File: config.mk
export PLATFORM = sky130hd
export DESIGN_NAME = arith_unit
export DESIGN_NICKNAME = d
export VERILOG_FILES = /design/src/rtl/arith_unit_pkg.sv /design/src/rtl/arith_unit_adder.sv /design/src/rtl/arith_unit.sv
export SDC_FILE = /design/constraint.sdc
export NUM_CORES = 1
export LEC_CHECK = 0
export ABC_AREA = 1
export BUFFER_PORTS_ARGS = -buffer_cell sky130_fd_sc_hd__buf_2
export CORE_MARGIN = 1
export CORE_UTILIZATION = 61
export DETAILED_ROUTE_END_ITERATION = 16
export PLACE_DENSITY = 0.82
export SKIP_CTS_REPAIR_TIMING = 1
export SLEW_MARGIN = 25
export SYNTH_ARGS = -nofsm -noshare
export SYNTH_HDL_FRONTEND = slang
export SYNTH_SLANG_ARGS = --single-unit
File: constraint.sdc
create_clock -name clk -period 3 [get_ports clk]
set_clock_uncertainty 0.2 [all_clocks]
set_input_delay 0.3 -clock clk [delete_from_list [all_inputs] [get_ports clk]]
set_output_delay 0.3 -clock clk [all_outputs]
set_load 0.05 [all_outputs]
File: src/rtl/arith_unit_pkg.sv
// Shared constants and helpers for the arithmetic-device datapath.
// Bit 0 is the MSB/sign bit. Bit WIDTH-1 is the LSB.
package arith_unit_pkg;

  localparam int AU_WIDTH = 31;
  localparam int SIGN_BIT = 0;

  // True when two or more writer requests are asserted together.
  function automatic logic multi_hot(input logic [7:0] v);
    return (v & (v - 8'd1)) != 8'd0;
  endfunction

endpackage

File: src/rtl/arith_unit_adder.sv
// WIDTH-bit adder for the A+B path.
// When END_AROUND_CARRY_EN is defined, the carry is fed back into the LSB.
module arith_adder #(
  parameter int WIDTH = 31
) (
  input  logic [0:WIDTH-1] i_a,
  input  logic [0:WIDTH-1] i_b,
  output logic [0:WIDTH-1] o_sum,
  output logic             o_cy
);

  logic [0:WIDTH-1] w_raw;

  assign {o_cy, w_raw} = {1'b0, i_a} + {1'b0, i_b};

`ifdef END_AROUND_CARRY_EN
  // Ones'-complement sum. The reported carry stays the raw carry of A+B.
  assign o_sum = w_raw + {{(WIDTH-1){1'b0}}, o_cy};
`else
  assign o_sum = w_raw;
`endif

endmodule

File: src/rtl/arith_unit.sv
// Arithmetic device datapath: registers A/B/C driven by one-cycle command pulses.
// The optional END_AROUND_CARRY_EN macro is handled inside arith_adder.
module arith_unit
  import arith_unit_pkg::*;
#(
  parameter int WIDTH = AU_WIDTH
) (
  input  logic             clk,
  input  logic             resetn,
  input  logic             do_clear_a_to_au,
  input  logic             do_clear_b_to_au,
  input  logic             do_clear_c_to_au,
  input  logic             do_not_a_to_au,
  input  logic             do_not_b_to_au,
  input  logic             do_sum_to_au,
  input  logic             do_and_to_au,
  input  logic             do_set_c_30_to_au,
  input  logic             do_left_shift_b_to_au,
  input  logic             do_left_shift_c_to_au,
  input  logic             do_left_shift_c29_to_au,
  input  logic             do_right_shift_bc_to_au,
  input  logic             do_move_c_to_a_to_au,
  input  logic             do_move_c_to_b_to_au,
  input  logic             do_move_b_to_c_to_au,
  input  logic             load_a_from_mem,
  input  logic [0:WIDTH-1] mem_data_from_mem,
  input  logic             io_bit_from_io,
  output logic             carry_out_from_au,
  output logic             reg_c_30_from_au,
  output logic             reg_b_0_from_au,
  output logic [0:WIDTH-1] reg_c_to_mem,
  output logic             cmd_conflict_err
);

  localparam int LSB = WIDTH - 1;

  logic [0:WIDTH-1] r_a, r_b, r_c;
  logic             r_err;
  logic [0:WIDTH-1] w_a_nxt, w_b_nxt, w_c_nxt, w_sum;
  logic             w_cy, w_conflict;
  logic [7:0]       w_a_hits, w_b_hits, w_c_hits;

  arith_adder #(.WIDTH(WIDTH)) u_adder (
    .i_a   (r_a),
    .i_b   (r_b),
    .o_sum (w_sum),
    .o_cy  (w_cy)
  );

  // Priority muxes. Every source reads the pre-clock register values.
  always_comb begin
    w_a_nxt = r_a;
    if (do_clear_a_to_au)          w_a_nxt = '0;
    else if (load_a_from_mem)      w_a_nxt = mem_data_from_mem;
    else if (do_move_c_to_a_to_au) w_a_nxt = r_c;
    else if (do_not_a_to_au)       w_a_nxt = ~r_a;
  end

  always_comb begin
    w_b_nxt = r_b;
    if (do_clear_b_to_au)             w_b_nxt = '0;
    else if (do_move_c_to_b_to_au)    w_b_nxt = r_c;
    else if (do_not_b_to_au)          w_b_nxt = ~r_b;
    else if (do_sum_to_au)            w_b_nxt = w_sum;
    else if (do_left_shift_b_to_au)   w_b_nxt = {r_b[1:LSB], 1'b0};
    else if (do_right_shift_bc_to_au) w_b_nxt = {1'b0, r_b[0:LSB-1]};
  end

  always_comb begin
    w_c_nxt = r_c;
    if (do_clear_c_to_au)               w_c_nxt = '0;
    else if (do_move_b_to_c_to_au)      w_c_nxt = r_b;
    else if (do_and_to_au)              w_c_nxt = r_a & r_b;
    else if (do_left_shift_c29_to_au) begin
      // Divide step: the upper bits shift while the LSB is held,
      // unless set_c_30 forces the quotient bit.
      w_c_nxt[0:LSB-1] = r_c[1:LSB];
      if (do_set_c_30_to_au) w_c_nxt[LSB] = 1'b1;
    end
    else if (do_left_shift_c_to_au)   w_c_nxt = {r_c[1:LSB], io_bit_from_io};
    else if (do_right_shift_bc_to_au) w_c_nxt = {r_b[LSB], r_c[0:LSB-1]};
    else if (do_set_c_30_to_au)       w_c_nxt[LSB] = 1'b1;
  end

  // The set_c_30 and left_shift_c requests are exempt alongside left_shift_c29.
  assign w_a_hits = {4'b0, do_clear_a_to_au, load_a_from_mem, do_move_c_to_a_to_au,
                     do_not_a_to_au};
  assign w_b_hits = {2'b0, do_clear_b_to_au, do_move_c_to_b_to_au, do_not_b_to_au,
                     do_sum_to_au, do_left_shift_b_to_au, do_right_shift_bc_to_au};
  assign w_c_hits = {1'b0, do_clear_c_to_au, do_move_b_to_c_to_au, do_and_to_au,
                     do_left_shift_c29_to_au,
                     do_left_shift_c_to_au & ~do_left_shift_c29_to_au,
                     do_right_shift_bc_to_au,
                     do_set_c_30_to_au & ~do_left_shift_c29_to_au};
  assign w_conflict = multi_hot(w_a_hits) | multi_hot(w_b_hits) | multi_hot(w_c_hits);

  always_ff @(posedge clk or negedge resetn) begin
    if (!resetn) begin
      r_a   <= '0;
      r_b   <= '0;
      r_c   <= '0;
      r_err <= 1'b0;
    end else begin
      r_a <= w_a_nxt;
      r_b <= w_b_nxt;
      r_c <= w_c_nxt;
      if (w_conflict) r_err <= 1'b1;
    end
  end

  assign carry_out_from_au = w_cy;
  assign reg_c_30_from_au  = r_c[LSB];
  assign reg_b_0_from_au   = r_b[SIGN_BIT];
  assign reg_c_to_mem      = r_c;
  assign cmd_conflict_err  = r_err;

endmodule

**After elaboration in Yosys (flattened, before gate mapping)**

Index checks and enable logic that the tools add are counted.

- Add/subtract/negate cells: 4
- Mux-type cells: 18
- Bitwise operators: 11
- Reductions and logical operators: 6

Operator list:

| cell | number |
|---|---|
| 31-bit two-way mux | 15 |
| 31-bit NOT | 2 |
| 31-bit by 31-bit adder with 32-bit output | 1 |
| 31-bit bitwise AND | 1 |
| 30-bit two-way mux | 1 |
| 8-bit nonzero test | 3 |
| 6-bit nonzero test | 2 |
| 4-bit by 8-bit bitwise AND with 8-bit output | 1 |
| 6-bit by 8-bit bitwise AND with 8-bit output | 1 |
| 7-bit by 8-bit bitwise AND with 8-bit output | 1 |
| 7-bit by 1-bit subtractor with 8-bit output (second input constant) | 1 |
| 6-bit by 1-bit subtractor with 7-bit output (second input constant) | 1 |
| 4-bit by 1-bit subtractor with 5-bit output (second input constant) | 1 |
| 4-bit nonzero test | 1 |
| 1-bit bitwise AND | 2 |
| 1-bit two-way mux | 2 |
| 1-bit bitwise OR | 2 |
| 1-bit NOT | 1 |

- Register bits after elaboration: 94
- Bits of input ports: 50
- Output and inout bits: 35

**Logic depth before layout (Yosys ltp)**

- Word-level depth: 7
- Depth in mapped cells: 16

**Modules after synthesis**

A second synthesis with hierarchy kept.

- Cells, all modules: 1534
- Area total of the unflattened synthesis: 9003.6 um^2

By module, submodules not included:

| module | times used | cells an instance | area each (um^2) |
|---|---|---|---|
| arith_unit | 1 | 1060 | 6627.6 |
| arith_adder | 1 | 474 | 2376.0 |

**Worst setup path before layout**

OpenSTA, ideal clock, no wires.

- Path type: register -> output
- Start: register r_b[24] in the netlist's numbering
- End: output port carry_out_from_au
- Data arrival time: 2.500 ns
- Data required time: 2.500 ns
- Path slack: 0.000 ns
- Cell stages (with the launch flop): 11
- Path buffers: 0
- Path through: dfrtp_1 -> ha_1 -> nand2_1 -> nor2_2 -> and2_1 -> nand2_1 -> nand2_2 -> nand2_2 -> nand2_2 -> a21oi_1 -> o21ai_0

- Cells in the longest elaborated chain, start to end: 1

RTL lines:

| element | line | source |
|---|---|---|
| from (decl) | arith_unit.sv:37 | `logic [0:WIDTH-1] r_a, r_b, r_c;` |
| from (signal assigned) | arith_unit.sv:105 | `r_b <= w_b_nxt;` |
| 31-bit by 31-bit adder with 32-bit output | arith_unit_adder.sv:14 | `assign {o_cy, w_raw} = {1'b0, i_a} + {1'b0, i_b};` |
| to (decl) | arith_unit.sv:28 | `output logic carry_out_from_au,` |

Every way passes these cells.

**Worst setup path after layout**

- Start: register r_b[19] in the netlist's numbering
- End: output port carry_out_from_au

Same word-level chain as after synthesis.

==> impl_metrics.json <==
{
  "via_count": 9887,
  "grt_max_degree": 64,
  "vias_per_cell": 6.07,
  "cell_internal_pwr_mw": 2.55,
  "arrival_ns": 2.35,
  "antennaDiodeCount": 0,
  "post_drt_wl_per_cell_um": 17.6,
  "areaGrowthSynthToFinish_pct": 10.5,
  "drt-initial-drc-count": 1200,
  "syn_inst": 1404,
  "syn-num-nets": 1486,
  "ys_seq_area_share_pct": 27.0,
  "final_area_sq_um": 9630,
  "worstHoldPathType": "input pin to flip-flop",
  "grt_pass1_vias": 9070,
  "finalPower_mw": 3.98,
  "synth_top_area_share_pct": 27.0,
  "place_area_sq_um": 9250,
  "leakagePower_nw": 4.90,
  "syn_avg_cell_area_sq_um": 6.21,
  "cp_slowest_stage_delay_ns": 0.43,
  "worstPathCellList": "ha_1, nand2_2, nor2_2, and2_1, nand2_1, nand2_2, nand2_2, nand2_2, a21oi_1, o21ai_2, buf_6",
  "yosysMostFrequentCell": "nand2_1",
  "post-route-period-util_pct": 95.1,
  "synthFlopType": "dfrtp_1",
  "maxCapViolCount": 0,
  "slew_headroom_pct": 57.6,
  "fin_util_pct": 69.1,
  "dp_hpwl_um": 20400,
  "layout-drive-gt1-share_pct": 11.5,
  "worst_pin_slew_ns": 0.635,
  "numCtsBuffers": 9,
  "path_buf_inv": 1,
  "floorplan.die.width_um": 122,
  "hold_ws_ns": -0.000457,
  "grt_pass1_wl_um": 46100,
  "netlist_top_cells_count": "463 x nand2_1, 179 x inv_1, 113 x a21oi_1, 110 x nand3_1, 98 x o21ai_0",
  "grt_util_all_layers_pct": 40.0,
  "cp_top_family": "simple AND/OR/NAND/NOR gates",
  "max_freq_mhz": 351,
  "finalMaxSlewViolations": 0,
  "yosysTopAreaCell": "dfrtp_1",
  "worstPathRequired_ns": 2.50,
  "path_clk_slew_ns": 0.07,
  "num_io_pins": 85,
  "place.gp.congestion": 1.01,
  "core_area_sq_um": 13900,
  "nNetsFinal": 1528,
  "max-clock-path-buffers": 2,
  "io_buffers": 84,
  "nFillCells": 1263,
  "synth.area.top_cells": "dfrtp_1 27%, nand2_1 20%, inv_1 7.7%",
  "powerDensity_nw_per_um2": 413,
  "antenna_found_initial": 0,
  "synth_edf_count": 0,
  "rsz0062_at_grt": "no",
  "ir_drop_mv": 0.387,
  "finalSetupViolCount": 0,
  "htree_levels": 3,
  "crit_top_cell": "nand2_2",
  "root_buffer": "clkbuf_16",
  "ys_seq_elements": 94,
  "ys_types": 39,
  "drt_wl_total_um": 28600,
  "ant_nets": 0,
  "crit_type": "flip-flop to primary output",
  "period_needed_ns": 2.85,
  "clock-sinks": 94,
  "ys_warn_count": 0,
  "syn_area_sq_um": 8710,
  "num_rows": 43,
  "die_area_sq_um": 14800,
  "worstSkewPairLatency_ns": 0.35,
  "violations": "negative hold slack",
  "start_util_pct": 62.5,
  "pwr-share-seq_pct": 36.9,
  "startpoint_type": "flip-flop",
  "crit_fanout": 4,
  "setup_tns_ns": 0,
  "cts_tree": "done",
  "hold_viol": 1,
  "outcome": "finished, violations left",
  "net-switching-power_mw": 1.43,
  "crit_path_top_delay_cell": "dfrtp_1",
  "drc": 0,
  "die_h_um": 122,
  "async_flop_share_pct": 100,
  "switching_share_pct": 36.0,
  "cp-end-kind": "primary output",
  "clkPwrFrac_pct": 33.2,
  "overflow": 0,
  "combPwrFrac_pct": 29.9,
  "dr.pass1.iters": 6
}
==> cell families after synthesis <==
| group | count (synthesis) | share of synthesized area, % |
|---|---|---|
| XOR/XNOR | 4 | 0.402 |
| AO/OA/AOI/OAI | 335 | 23.5 |
| flip-flops | 94 | 27.0 |
| adder cells (fa/ha/maj) | 32 | 4.68 |
| AND/OR/NAND/NOR | 679 | 32.3 |
| buffers and inverters | 260 | 12.1 |
==> layer usage <==
metal | share of wire [%] | global-route usage, % | up-vias
met5 | 0 | 0 | -
li1 | - | - | 4746
met3 | 10 | 6.16 | 82
met1 | 43 | 55.8 | 4486
met4 | 2.6 | 15.7 | 0
met2 | 44 | 62.0 | 573
==> through the flow <==
stage,hold WS [ns],setup slack [ns],cells
finish,-0.000457,0.148,1629
floorplan,-0.196,0.000227,1404
global route,0.00326,0.0341,1629
global placement,0.111,0.382,1613
detailed placement,0.118,0.348,1613
CTS,-0.258,-0.0525,1627
==> layout by cell type (no fill, tap or decap), types with 3 or more instances in the layout <==
cell	synthesis	layout
nand2_1	463	463
inv_1	179	179
a21oi_1	113	112
nand3_1	110	109
o21ai_0	98	97
dfrtp_1	94	94
buf_2	18	82
nor2_1	67	64
o211ai_1	41	41
o2111ai_1	32	32
o221ai_1	31	31
ha_1	31	28
buf_4	1	20
nor2_2	13	15
nand2_2	11	11
clkbuf_16	0	9
o21ai_1	7	7
nand3_2	5	6
buf_12	0	5
nand4_1	4	4
o21bai_1	3	3
xnor2_1	3	3
o22ai_1	3	3
bufinv_16	0	3
==> worst register-to-register path, stage by stage (launching register included) <==
cell     delay, ns
dfrtp_1       0.40
ha_1          0.30
inv_1         0.11
fa_1          0.41
nor2_2        0.17
nor2_4        0.07
inv_1         0.05
nand2_1       0.05
nand3_2       0.12
nand2_1       0.12
nand3_1       0.10
nand3_1       0.08
nand2_1       0.07
nand2_1       0.05
nand2_1       0.05
nand2_1       0.05
==> state kept, by name, indices dropped and copies added (netlist names) <==
name              flops
r_a                  31
r_b                  31
reg_c_to_mem         31
cmd_conflict_err      1
==> worst paths after layout <==
path | from | slack (ns) | cells past startpoint | to
setup / recovery | r_b[19] | 0.15 | 11 | carry_out_from_au
min in group asynchronous | resetn | 0.27 | 2 | reg_c_to_mem[18]
hold / removal | mem_data_from_mem[24] | -0.0005 | 3 | r_a[24]
setup reg to reg | r_a[30] | 0.48 | 15 | r_b[2]
max in group asynchronous | resetn | 1.62 | 3 | reg_c_to_mem[1]
hold reg to reg | r_a[19] | 0.35 | 2 | r_a[19]
==> cell type report <==
class	count	area [sq um]	area share, %
multi-input combinational	1050	5360	55.6
sequential	94	2350	24.4
timing repair buffer	110	692	7.18
inverter	181	679	7.05
clock buffer	10	229	2.38
tap	180	225	2.34
clock inverter	4	97.6	1.01
==> power groups by stage <==
stage                     registers (mW)  clock network, mW  logic [mW]
after floorplan                     1.54                  0       0.756
after global placement              1.48                  0        1.14
after detailed placement            1.48                  0        1.15
after CTS                           1.46               1.33        1.16
after global routing                1.48               1.37        1.32
final                               1.47               1.32        1.19
Note: power is estimated with default switching activity, not from simulation.
